$ cat config.mk
export PLATFORM = sky130hd
export DESIGN_NAME = alb_mp_seq_flat
export DESIGN_NICKNAME = d
export VERILOG_FILES = /design/src/rtl/alb_mp_seq_if.sv /design/src/rtl/alb_mp_seq.sv /design/src/flat_wrapper.sv
export SDC_FILE = /design/constraint.sdc
export NUM_CORES = 1
export LEC_CHECK = 0
export ABC_AREA = 1
export CAP_MARGIN = 0
export CORE_ASPECT_RATIO = 0.5
export CORE_MARGIN = 4
export CORE_UTILIZATION = 48
export DETAILED_ROUTE_END_ITERATION = 7
export GPL_ROUTABILITY_DRIVEN = 0
export PLACE_DENSITY_LB_ADDON = 0.1
export SYNTH_ARGS = -nofsm -noshare
export SYNTH_HDL_FRONTEND = slang
export SYNTH_SLANG_ARGS = --single-unit
$ cat constraint.sdc
create_clock -name clk -period 2.3 [get_ports clk]
set_input_delay 0.345 -clock clk [delete_from_list [all_inputs] [get_ports clk]]
set_output_delay 0.345 -clock clk [all_outputs]
set_load 0.02 [all_outputs]
$ cat src/rtl/alb_mp_seq_if.sv
// Command, operand and result handshake bundle between alb_mp_seq and its neighbours.
// master = upstream/downstream environment side, slave = the sequencer.
interface alb_mp_seq_if #(
  parameter int DATA_WIDTH = 8,
  parameter int MAX_WORDS  = 4
);
  localparam int WCNT_W = $clog2(MAX_WORDS + 1);

  logic                  cmd_valid;
  logic                  cmd_ready;
  logic [1:0]            cmd_op;
  logic                  cmd_ci;
  logic [WCNT_W-1:0]     cmd_words;

  logic                  opnd_valid;
  logic                  opnd_ready;
  logic [DATA_WIDTH-1:0] opnd_a;
  logic [DATA_WIDTH-1:0] opnd_b;

  logic                  res_valid;
  logic                  res_ready;
  logic [DATA_WIDTH-1:0] res_f;
  logic                  res_last;
  logic                  res_co;
  logic                  res_vo;
  logic                  res_no;
  logic                  res_zo;

  modport master (
    output cmd_valid, cmd_op, cmd_ci, cmd_words,
    output opnd_valid, opnd_a, opnd_b,
    output res_ready,
    input  cmd_ready, opnd_ready,
    input  res_valid, res_f, res_last, res_co, res_vo, res_no, res_zo
  );

  modport slave (
    input  cmd_valid, cmd_op, cmd_ci, cmd_words,
    input  opnd_valid, opnd_a, opnd_b,
    input  res_ready,
    output cmd_ready, opnd_ready,
    output res_valid, res_f, res_last, res_co, res_vo, res_no, res_zo
  );
endinterface

$ cat src/rtl/alb_mp_seq.sv
// Multi-precision issue/sequencer for the alb: one word pair per LOAD/ISSUE/SAMPLE/OUT pass,
// carry chained across words for add/sub. Define ALB_MP_PERF_EN to add the perf_words counter.
module alb_mp_seq #(
  parameter int DATA_WIDTH = 8,
  parameter int MAX_WORDS  = 4
) (
  input  logic                  clk,
  input  logic                  reset,
  alb_mp_seq_if.slave           bus,
  output logic [DATA_WIDTH-1:0] alb_a,
  output logic [DATA_WIDTH-1:0] alb_b,
  output logic                  alb_ci,
  output logic [1:0]            alb_i,
  input  logic [DATA_WIDTH-1:0] alb_f,
  input  logic                  alb_co,
  input  logic                  alb_vo,
  input  logic                  alb_no,
  input  logic                  alb_zo
`ifdef ALB_MP_PERF_EN
  ,
  output logic [15:0]           perf_words
`endif
);
  localparam int WCNT_W = $clog2(MAX_WORDS + 1);
  localparam logic [WCNT_W-1:0] MAXW = WCNT_W'(MAX_WORDS);

  typedef enum logic [2:0] {IDLE, LOAD, ISSUE, SAMPLE, OUT} state_t;

  state_t            state, state_n;
  logic [1:0]        op_r;
  logic              ci_r;
  logic [WCNT_W-1:0] cnt_r;
  logic [WCNT_W-1:0] idx_r;
  logic              zacc_r;
  logic              carry_r;
  logic              cmd_fire, opnd_fire, res_fire;

  function automatic logic [WCNT_W-1:0] clamp_words(input logic [WCNT_W-1:0] w);
    if (w == '0)
      return WCNT_W'(1);
    else if (w > MAXW)
      return MAXW;
    else
      return w;
  endfunction

  always_ff @(posedge clk or negedge reset) begin
    if (!reset) state <= IDLE;
    else        state <= state_n;
  end

  always_comb begin
    state_n   = state;
    cmd_fire  = 1'b0;
    opnd_fire = 1'b0;
    res_fire  = 1'b0;
    case (state)
      IDLE: begin
        cmd_fire = bus.cmd_valid && bus.cmd_ready;
        if (cmd_fire) state_n = LOAD;
      end
      LOAD: begin
        opnd_fire = bus.opnd_valid && bus.opnd_ready;
        if (opnd_fire) state_n = ISSUE;
      end
      ISSUE:  state_n = SAMPLE;
      SAMPLE: state_n = OUT;
      OUT: begin
        res_fire = bus.res_valid && bus.res_ready;
        if (res_fire) state_n = bus.res_last ? IDLE : LOAD;
      end
      default: state_n = IDLE;
    endcase
  end

  // Handshake outputs are registered from the next state, so each is high for exactly its state
  always_ff @(posedge clk or negedge reset) begin
    if (!reset) begin
      bus.cmd_ready  <= 1'b0;
      bus.opnd_ready <= 1'b0;
      bus.res_valid  <= 1'b0;
      bus.res_f      <= '0;
      bus.res_last   <= 1'b0;
      bus.res_co     <= 1'b0;
      bus.res_vo     <= 1'b0;
      bus.res_no     <= 1'b0;
      bus.res_zo     <= 1'b0;
      alb_a          <= '0;
      alb_b          <= '0;
      alb_ci         <= 1'b0;
      alb_i          <= '0;
      op_r           <= '0;
      ci_r           <= 1'b0;
      cnt_r          <= '0;
      idx_r          <= '0;
      zacc_r         <= 1'b0;
      carry_r        <= 1'b0;
    end else begin
      bus.cmd_ready  <= (state_n == IDLE);
      bus.opnd_ready <= (state_n == LOAD);
      bus.res_valid  <= (state_n == OUT);

      if (cmd_fire) begin
        op_r   <= bus.cmd_op;
        ci_r   <= bus.cmd_ci;
        cnt_r  <= clamp_words(bus.cmd_words);
        idx_r  <= '0;
        zacc_r <= 1'b1;
      end

      // Logic ops reuse the command carry on every word; add/sub chain from word 1 on
      if (opnd_fire) begin
        alb_a  <= bus.opnd_a;
        alb_b  <= bus.opnd_b;
        alb_i  <= op_r;
        alb_ci <= (idx_r == '0 || !op_r[0]) ? ci_r : carry_r;
      end

      if (state == SAMPLE) begin
        bus.res_f    <= alb_f;
        bus.res_co   <= alb_co;
        bus.res_vo   <= alb_vo;
        bus.res_no   <= alb_no;
        bus.res_zo   <= zacc_r & alb_zo;
        bus.res_last <= (idx_r == cnt_r - WCNT_W'(1));
        zacc_r       <= zacc_r & alb_zo;
        carry_r      <= alb_co;
      end

      if (res_fire && !bus.res_last) idx_r <= idx_r + WCNT_W'(1);
    end
  end

`ifdef ALB_MP_PERF_EN
  function automatic logic [15:0] sat_inc(input logic [15:0] v);
    return (v == 16'hFFFF) ? v : v + 16'd1;
  endfunction

  always_ff @(posedge clk or negedge reset) begin
    if (!reset)
      perf_words <= '0;
    else if (bus.res_valid && bus.res_ready)
      perf_words <= sat_inc(perf_words);
  end
`endif
endmodule

$ cat src/flat_wrapper.sv
// flat-port wrapper written by rule: the top's interface ports become plain ports
module alb_mp_seq_flat 
#(
  parameter int DATA_WIDTH = 8,
  parameter int MAX_WORDS  = 4
)
  (clk, reset, alb_a, alb_b, alb_ci, alb_i, alb_f, alb_co, alb_vo, alb_no, alb_zo, bus_cmd_valid, bus_cmd_op, bus_cmd_ci, bus_cmd_words, bus_opnd_valid, bus_opnd_a, bus_opnd_b, bus_res_ready, bus_cmd_ready, bus_opnd_ready, bus_res_valid, bus_res_f, bus_res_last, bus_res_co, bus_res_vo, bus_res_no, bus_res_zo);
  alb_mp_seq_if #(.DATA_WIDTH(DATA_WIDTH), .MAX_WORDS(MAX_WORDS)) bus_i ();
  input  logic clk;
  input  logic reset;
  output logic [DATA_WIDTH-1:0] alb_a;
  output logic [DATA_WIDTH-1:0] alb_b;
  output logic alb_ci;
  output logic [1:0] alb_i;
  input  logic [DATA_WIDTH-1:0] alb_f;
  input  logic alb_co;
  input  logic alb_vo;
  input  logic alb_no;
  input  logic alb_zo;
  input wire logic [$bits(bus_i.cmd_valid)-1:0] bus_cmd_valid;
  input wire logic [$bits(bus_i.cmd_op)-1:0] bus_cmd_op;
  input wire logic [$bits(bus_i.cmd_ci)-1:0] bus_cmd_ci;
  input wire logic [$bits(bus_i.cmd_words)-1:0] bus_cmd_words;
  input wire logic [$bits(bus_i.opnd_valid)-1:0] bus_opnd_valid;
  input wire logic [$bits(bus_i.opnd_a)-1:0] bus_opnd_a;
  input wire logic [$bits(bus_i.opnd_b)-1:0] bus_opnd_b;
  input wire logic [$bits(bus_i.res_ready)-1:0] bus_res_ready;
  output wire logic [$bits(bus_i.cmd_ready)-1:0] bus_cmd_ready;
  output wire logic [$bits(bus_i.opnd_ready)-1:0] bus_opnd_ready;
  output wire logic [$bits(bus_i.res_valid)-1:0] bus_res_valid;
  output wire logic [$bits(bus_i.res_f)-1:0] bus_res_f;
  output wire logic [$bits(bus_i.res_last)-1:0] bus_res_last;
  output wire logic [$bits(bus_i.res_co)-1:0] bus_res_co;
  output wire logic [$bits(bus_i.res_vo)-1:0] bus_res_vo;
  output wire logic [$bits(bus_i.res_no)-1:0] bus_res_no;
  output wire logic [$bits(bus_i.res_zo)-1:0] bus_res_zo;
  assign bus_i.cmd_valid = bus_cmd_valid;
  assign bus_i.cmd_op = bus_cmd_op;
  assign bus_i.cmd_ci = bus_cmd_ci;
  assign bus_i.cmd_words = bus_cmd_words;
  assign bus_i.opnd_valid = bus_opnd_valid;
  assign bus_i.opnd_a = bus_opnd_a;
  assign bus_i.opnd_b = bus_opnd_b;
  assign bus_i.res_ready = bus_res_ready;
  assign bus_cmd_ready = bus_i.cmd_ready;
  assign bus_opnd_ready = bus_i.opnd_ready;
  assign bus_res_valid = bus_i.res_valid;
  assign bus_res_f = bus_i.res_f;
  assign bus_res_last = bus_i.res_last;
  assign bus_res_co = bus_i.res_co;
  assign bus_res_vo = bus_i.res_vo;
  assign bus_res_no = bus_i.res_no;
  assign bus_res_zo = bus_i.res_zo;
  alb_mp_seq #(.DATA_WIDTH(DATA_WIDTH), .MAX_WORDS(MAX_WORDS)) u_core (.clk(clk), .reset(reset), .bus(bus_i), .alb_a(alb_a), .alb_b(alb_b), .alb_ci(alb_ci), .alb_i(alb_i), .alb_f(alb_f), .alb_co(alb_co), .alb_vo(alb_vo), .alb_no(alb_no), .alb_zo(alb_zo));
endmodule
==> impl_metrics.yaml, run 1 <==
sta:
  finalClockSkew_ps: 4.39
  finalCritPeriodShare: 0.720
  setup_ws_ps: 643
  relSlewSlack: 0.717
  fin_setup_tns_ps: 0
  hold_viol: 0
  tightest_slew_ps: 424
  min_period_ps: 1660
  rsz0062_at_grt: "false"
  maxSlewViolCount: 0
  setup_viol: 0
  holdWs_ps: 471
  fmax_mhz: 603
final_layout:
  syn_to_final_growth_pct: 46.0
  multiInputGateArea_sq_um: 738
  regArea_sq_mm: 0.00120
  fin_nets: 357
  fin_cells: 370
  final_common_cell: "nand2_1"
  antenna_cells: 0
  n_fill_cell: 298
  final_cell_mix: "nand2_1, clkdlybuf4s50_1, dfrtp_1, inv_1, nor2_1"
  drive_gt1_frac: 0.0728
  final_area_sq_mm: 0.00299
cts:
  cts_made_buffers: 5
  insertion_delay_ps: 290
  h-tree-depth: 2
  ctsResizeCount: 0
  cts_tree: "yes"
  cts-root-buf: "clkbuf_8"
  cts_sinks: 48
  ctsLongestPathBuffers: 2
  path_clk_slew_ps: 90
worst_setup_path:
  cp.buffers_inverters: 1
  r2r_slack_ps: 780
  crit_slowest_cell: "clkdlybuf4s50_1"
  path_cells: "clkdlybuf4s50_1"
  cpPeakStageDelay_ps: 620
  critical_path_required_ps: 1960
  endpoint_kind: "output port"
  crit_path_max_fanout: 2
  critPathLaunchType: "register"
  worstSetupPathType: "reg -> out"
  path_delay_family: "buffers and inverters"
  worstPathArrival_ps: 1310
power:
  p_clk_frac: 0.197
  power.density_mw_per_mm2: 1390
  peakVddDrop_v: 0.000736
  swShare: 0.374
  power.internal_mw: 2.60
  seqPwrFrac: 0.353
  pwr-share-comb: 0.450
  power.switching_mw: 1.55
  p_leak_nw: 1.49
yosys:
  synth_area_per_cell_sq_um: 8.61
  syn_nets: 280
  ys_types: 23
  ys_seq_elements: 48
  synth_cells: 238
  yosysWarningCount: 0
  synth.yosys.seq_area_share: 0.586
  synth_area_sq_mm: 0.00205
grt:
  grt_pass1_vias: 1769
  grt_overflow: 0
  grt_max_degree: 34
  grt_pass1_wl_mm: 7.88
  groute.usage.overall: 0.189
  antenna_found_initial: 0
floorplan:
  die_x_um: 100
  core-area_sq_mm: 0.00400
  rows: 16
  start_util: 0.512
  pin_count: 74
  dieArea_sq_mm: 0.00544
  die_h_um: 54.2
place:
  dp_hpwl_mm: 3.48
  portBuffers: 73
  pre_cts_ws_ps: 494
  place_inst: 361
  placed_area_sq_mm: 0.00282
job:
  maxCapViolCount: 0
drt:
  wirelength_mm: 4.71
  routed_via_density: 4.68
  first_pass_iters: 4
  vias: 1732
  drcViolationCount: 0
  drtIter0Drc: 29
  ant_nets: 0
  avgRoutedWirePerCell_um: 12.7
hold_path:
  worst_hold_path_type: "in -> async"
outcome:
  status: "complete, no violations"
-- per-layer routing --
layer / global-route usage / vias up / share of wire
met2: 0.319 / 52 / 0.48
met1: 0.248 / 806 / 0.46
met5: 0 / - / 0
met4: 0.0380 / 0 / 0.0036
met3: 0.0556 / 2 / 0.059
li1: - / 872 / -
-- Yosys cell counts --
| master | count | share of area |
|---|---|---|
| inv_1 | 17 | 0.031 |
| xnor2_1 | 1 | 0.0043 |
| o21ai_1 | 2 | 0.0049 |
| nand2_1 | 115 | 0.21 |
| nand4_1 | 1 | 0.0031 |
| or2_2 | 2 | 0.0061 |
| buf_4 | 2 | 0.0073 |
| dfrtp_1 | 48 | 0.59 |
| buf_2 | 4 | 0.0098 |
| o21a_1 | 1 | 0.0037 |
| a21oi_1 | 1 | 0.0024 |
| nor2_4 | 1 | 0.0055 |
| xor2_1 | 1 | 0.0043 |
| nand3_1 | 5 | 0.012 |
| o21ai_2 | 2 | 0.0085 |
| nand3_4 | 1 | 0.0085 |
| ha_1 | 3 | 0.018 |
| inv_2 | 3 | 0.0055 |
| nor2_8 | 1 | 0.0098 |
| o21ai_0 | 6 | 0.015 |
| nor2_1 | 17 | 0.031 |
| nor2_2 | 2 | 0.0061 |
| o22ai_1 | 2 | 0.0061 |
-- final timing paths --
path | start | to | cells past startpoint
worst max register to register | u_core.state[0] | u_core.bus.cmd_ready | 7
max in group asynchronous | reset | u_core.bus.res_no | 3
worst max-delay path | u_core.alb_b[1] | alb_b[1] | 1
min in group clk | u_core.alb_a[2] | u_core.alb_a[2] | 2
worst min-delay path | reset | u_core.alb_a[1] | 2
worst min register to register | u_core.alb_a[2] | u_core.alb_a[2] | 2
-- layout make-up --
| type | instances | area share |
|---|---|---|
| clock inverter | 3 | 0.0301 |
| multi-input combinational | 164 | 0.247 |
| sequential | 48 | 0.402 |
| tap | 54 | 0.0226 |
| inverter | 20 | 0.0251 |
| clock buffer | 5 | 0.0230 |
| timing repair buffer | 76 | 0.251 |
-- kinds of logic (layout without fill, tap and decap cells) --
| family | count (synthesis) | in the layout | synth area share |
|---|---|---|---|
| and+or+nand+nor | 145 | 145 | 0.293 |
| buffers and inverters | 26 | 104 | 0.0537 |
| xor gates and xnor gates | 2 | 2 | 0.00855 |
| AOI/OAI and AO/OA | 14 | 14 | 0.0403 |
| DFF | 48 | 48 | 0.586 |
| adders and majority gates | 3 | 3 | 0.0183 |
-- power groups by stage --
stage,logic (mW),registers (mW),clock network [mW]
floorplan,0.715,1.79,0
global placement,1.83,1.46,0
detailed placement,1.89,1.47,0
CTS,1.90,1.47,0.830
global route,2.07,1.51,0.862
finish,1.87,1.47,0.820
-- sequential cells by signal (all words and copies together), names as in the netlist, 2 cells and up --
| name | flops |
|---|---|
| u_core.bus.res_f | 8 |
| u_core.alb_a | 8 |
| u_core.idx_r | 3 |
| u_core.cnt_r | 3 |
| u_core.state | 3 |
| u_core.alb_b | 8 |
| u_core.op_r | 2 |
| u_core.alb_i | 2 |
-- through the flow --
step	util	power [mW]
3_5_place_dp	0.705	3.35
4_1_cts	0.747	4.19
5_1_grt	0.747	4.45
3_3_place_gp	0.705	3.29
6_report	0.747	4.15
2_1_floorplan	-	2.51
-- what timing repair did --
item,in CTS,in global routing
endpoints found under the setup margin,0,0
hold buffers,1,0
hold endpoints to repair,15,0
buffers inserted,0,0
Power figures use the tool's default switching activity.
==> inputs of run 2 (changes only) <==
--- a/config.mk
+++ b/config.mk
@@ -9,7 +9,7 @@
 export CAP_MARGIN = 0
 export CORE_ASPECT_RATIO = 0.5
 export CORE_MARGIN = 4
-export CORE_UTILIZATION = 48
+export CORE_UTILIZATION = 40
 export DETAILED_ROUTE_END_ITERATION = 7
 export GPL_ROUTABILITY_DRIVEN = 0
 export PLACE_DENSITY_LB_ADDON = 0.1
==> constraint.sdc (replaced) <==
create_clock -name clk -period 1.35 [get_ports clk]
set_input_delay 0.2025 -clock clk [delete_from_list [all_inputs] [get_ports clk]]
set_output_delay 0.2025 -clock clk [all_outputs]
set_load 0.02 [all_outputs]
==> run 2 against run 1 <==
Global-route usage fell by 3.7 points; highest routed layer unchanged; cell count rose by 6.5%; cell area rose by 2.0%.
==> impl_metrics.yaml, run 2 (synthesis gave the netlist of run 1 again) <==
outcome:
  status: "complete, no violations"
worst_setup_path:
  crit_path_max_fanout: 2
  critPathLaunchType: "register"
  worstPathArrival_ps: 1470
  critical_path_required_ps: 1530
  endpoint_kind: "register"
  worstSetupPathType: "reg -> reg"
final_layout:
  drive_gt1_frac: 0.108
  top_regs: "u_core.alb_a: 8 flops, u_core.alb_b: 8 flops, u_core.bus.res_f: 8 flops"
  final_common_cell: "nand2_1"
  antenna_cells: 0
  fin_nets: 366
  regArea_sq_mm: 0.00120
  fin_cells: 394
  multiInputGateArea_sq_um: 764
  syn_to_final_growth_pct: 48.8
  n_fill_cell: 437
  final_cell_mix: "nand2_1, dfrtp_1, clkdlybuf4s50_1, dlygate4sd2_1, nor2_1"
grt:
  gr-usage-met1: 0.183
  grt_pass1_vias: 1766
  grt_pass1_wl_mm: 7.58
  met2_usage: 0.257
  grt_overflow: 0
  met3_usage: 0.0570
  top_usage_layer: "met2"
  grt_max_degree: 48
  groute.usage.overall: 0.152
  antenna_found_initial: 0
cts:
  path_clk_slew_ps: 90
  insertion_delay_ps: 300
  h-tree-depth: 2
  cts_sinks: 48
  cts_tree: "yes"
  cts-root-buf: "clkbuf_8"
  cts_made_buffers: 5
  ctsLongestPathBuffers: 2
drt:
  ant_nets: 0
  wirelength_mm: 4.50
  drcViolationCount: 0
  routed_via_density: 4.33
  avgRoutedWirePerCell_um: 11.4
  first_pass_iters: 4
  vias: 1705
  drtIter0Drc: 42
power:
  p_leak_nw: 1.62
  power.total_mw: 6.66
  peakVddDrop_v: 0.00103
  power.density_mw_per_mm2: 2180
place:
  dp_hpwl_mm: 3.31
  portBuffers: 73
  place_inst: 384
  pre_cts_ws_ps: -56.6
sta:
  relSlewSlack: 0.831
  rsz0062_at_grt: "false"
  fin_setup_tns_ps: 0
  maxSlewViolCount: 0
  hold_viol: 0
  finalClockSkew_ps: 10.8
  holdWs_ps: 219
  min_period_ps: 1290
  fmax_mhz: 778
  setup_ws_ps: 64.0
  setup_viol: 0
  tightest_slew_ps: 253
  finalCritPeriodShare: 0.953
job:
  maxCapViolCount: 0
floorplan:
  core-area_sq_mm: 0.00493
  die_h_um: 58.6
  pin_count: 74
  dieArea_sq_mm: 0.00640
  rows: 18
  die_x_um: 109
  start_util: 0.416
hold_path:
  worst_hold_path_type: "in -> async"
## run 2: cell types whose count changed in the layout (fill, tap and decap cells not counted), moves of 2 or more
cell,before,now
buf_4,2,10
clkdlybuf4s50_1,72,37
dlygate4sd2_1,0,35
inv_4,0,2
nor2_2,2,0
nor2_4,1,3
## run 2: repair_timing
action	4_1_cts	5_1_grt
endpoints found under the hold margin	48	0
buffers inserted	1	1
endpoints found under the setup margin	36	14
gates resized for setup	35	10
hold buffers	1	0
pin swaps	0	1
## run 2: per-layer routing
metal	vias to the layer above	wire, um
li1	894	-
met2	48	2040
met1	758	2030
met5	-	0
met3	5	401
met4	0	36
## run 2: per-stage QoR
step | util | instance area (sq um)
global route | 0.618 | 3050
CTS | 0.610 | 3010
finish | 0.618 | 3050
detailed placement | 0.590 | 2910
floorplan | - | 2050
global placement | 0.590 | 2910
## run 2: cell type report
type                    count  area share
clock inverters             2      0.0197
inverters                  20      0.0263
repair buffers             85       0.258
flip-flops and latches     48       0.394
clock buffers               5      0.0226
well taps                  70      0.0287
multi-input cells         164       0.251
## run 2: path summary, 6_finish.rpt
path,start,to,slack (ps),cells past startpoint
hold reg to reg,u_core.bus.res_vo,u_core.bus.res_vo,470,2
hold / removal,reset,u_core.alb_b[3],220,2
min in group clk,bus_opnd_b[2],u_core.alb_b[2],440,3
setup / recovery,u_core.cnt_r[1],u_core.bus.res_last,60,7
setup reg to reg,u_core.cnt_r[1],u_core.bus.res_last,60,7
max in group asynchronous,reset,u_core.state[0],690,3
## run 2: power breakdown
part / total [mW] / leakage, nW / internal, mW / switching (mW)
Combinational: 3.01 / 0.959 / 1.22 / 1.79
Clock: 1.18 / 0.0642 / 0.729 / 0.456
Sequential: 2.47 / 0.600 / 2.08 / 0.388
## run 2: worst max-delay path, stage by stage (launching register included)
cell and delay (ps):
dfrtp_1 360, inv_1 110, ha_4 220, or2_2 260, nand3_1 80, nor2_1 40
nand2_1 60, nand2_1 50
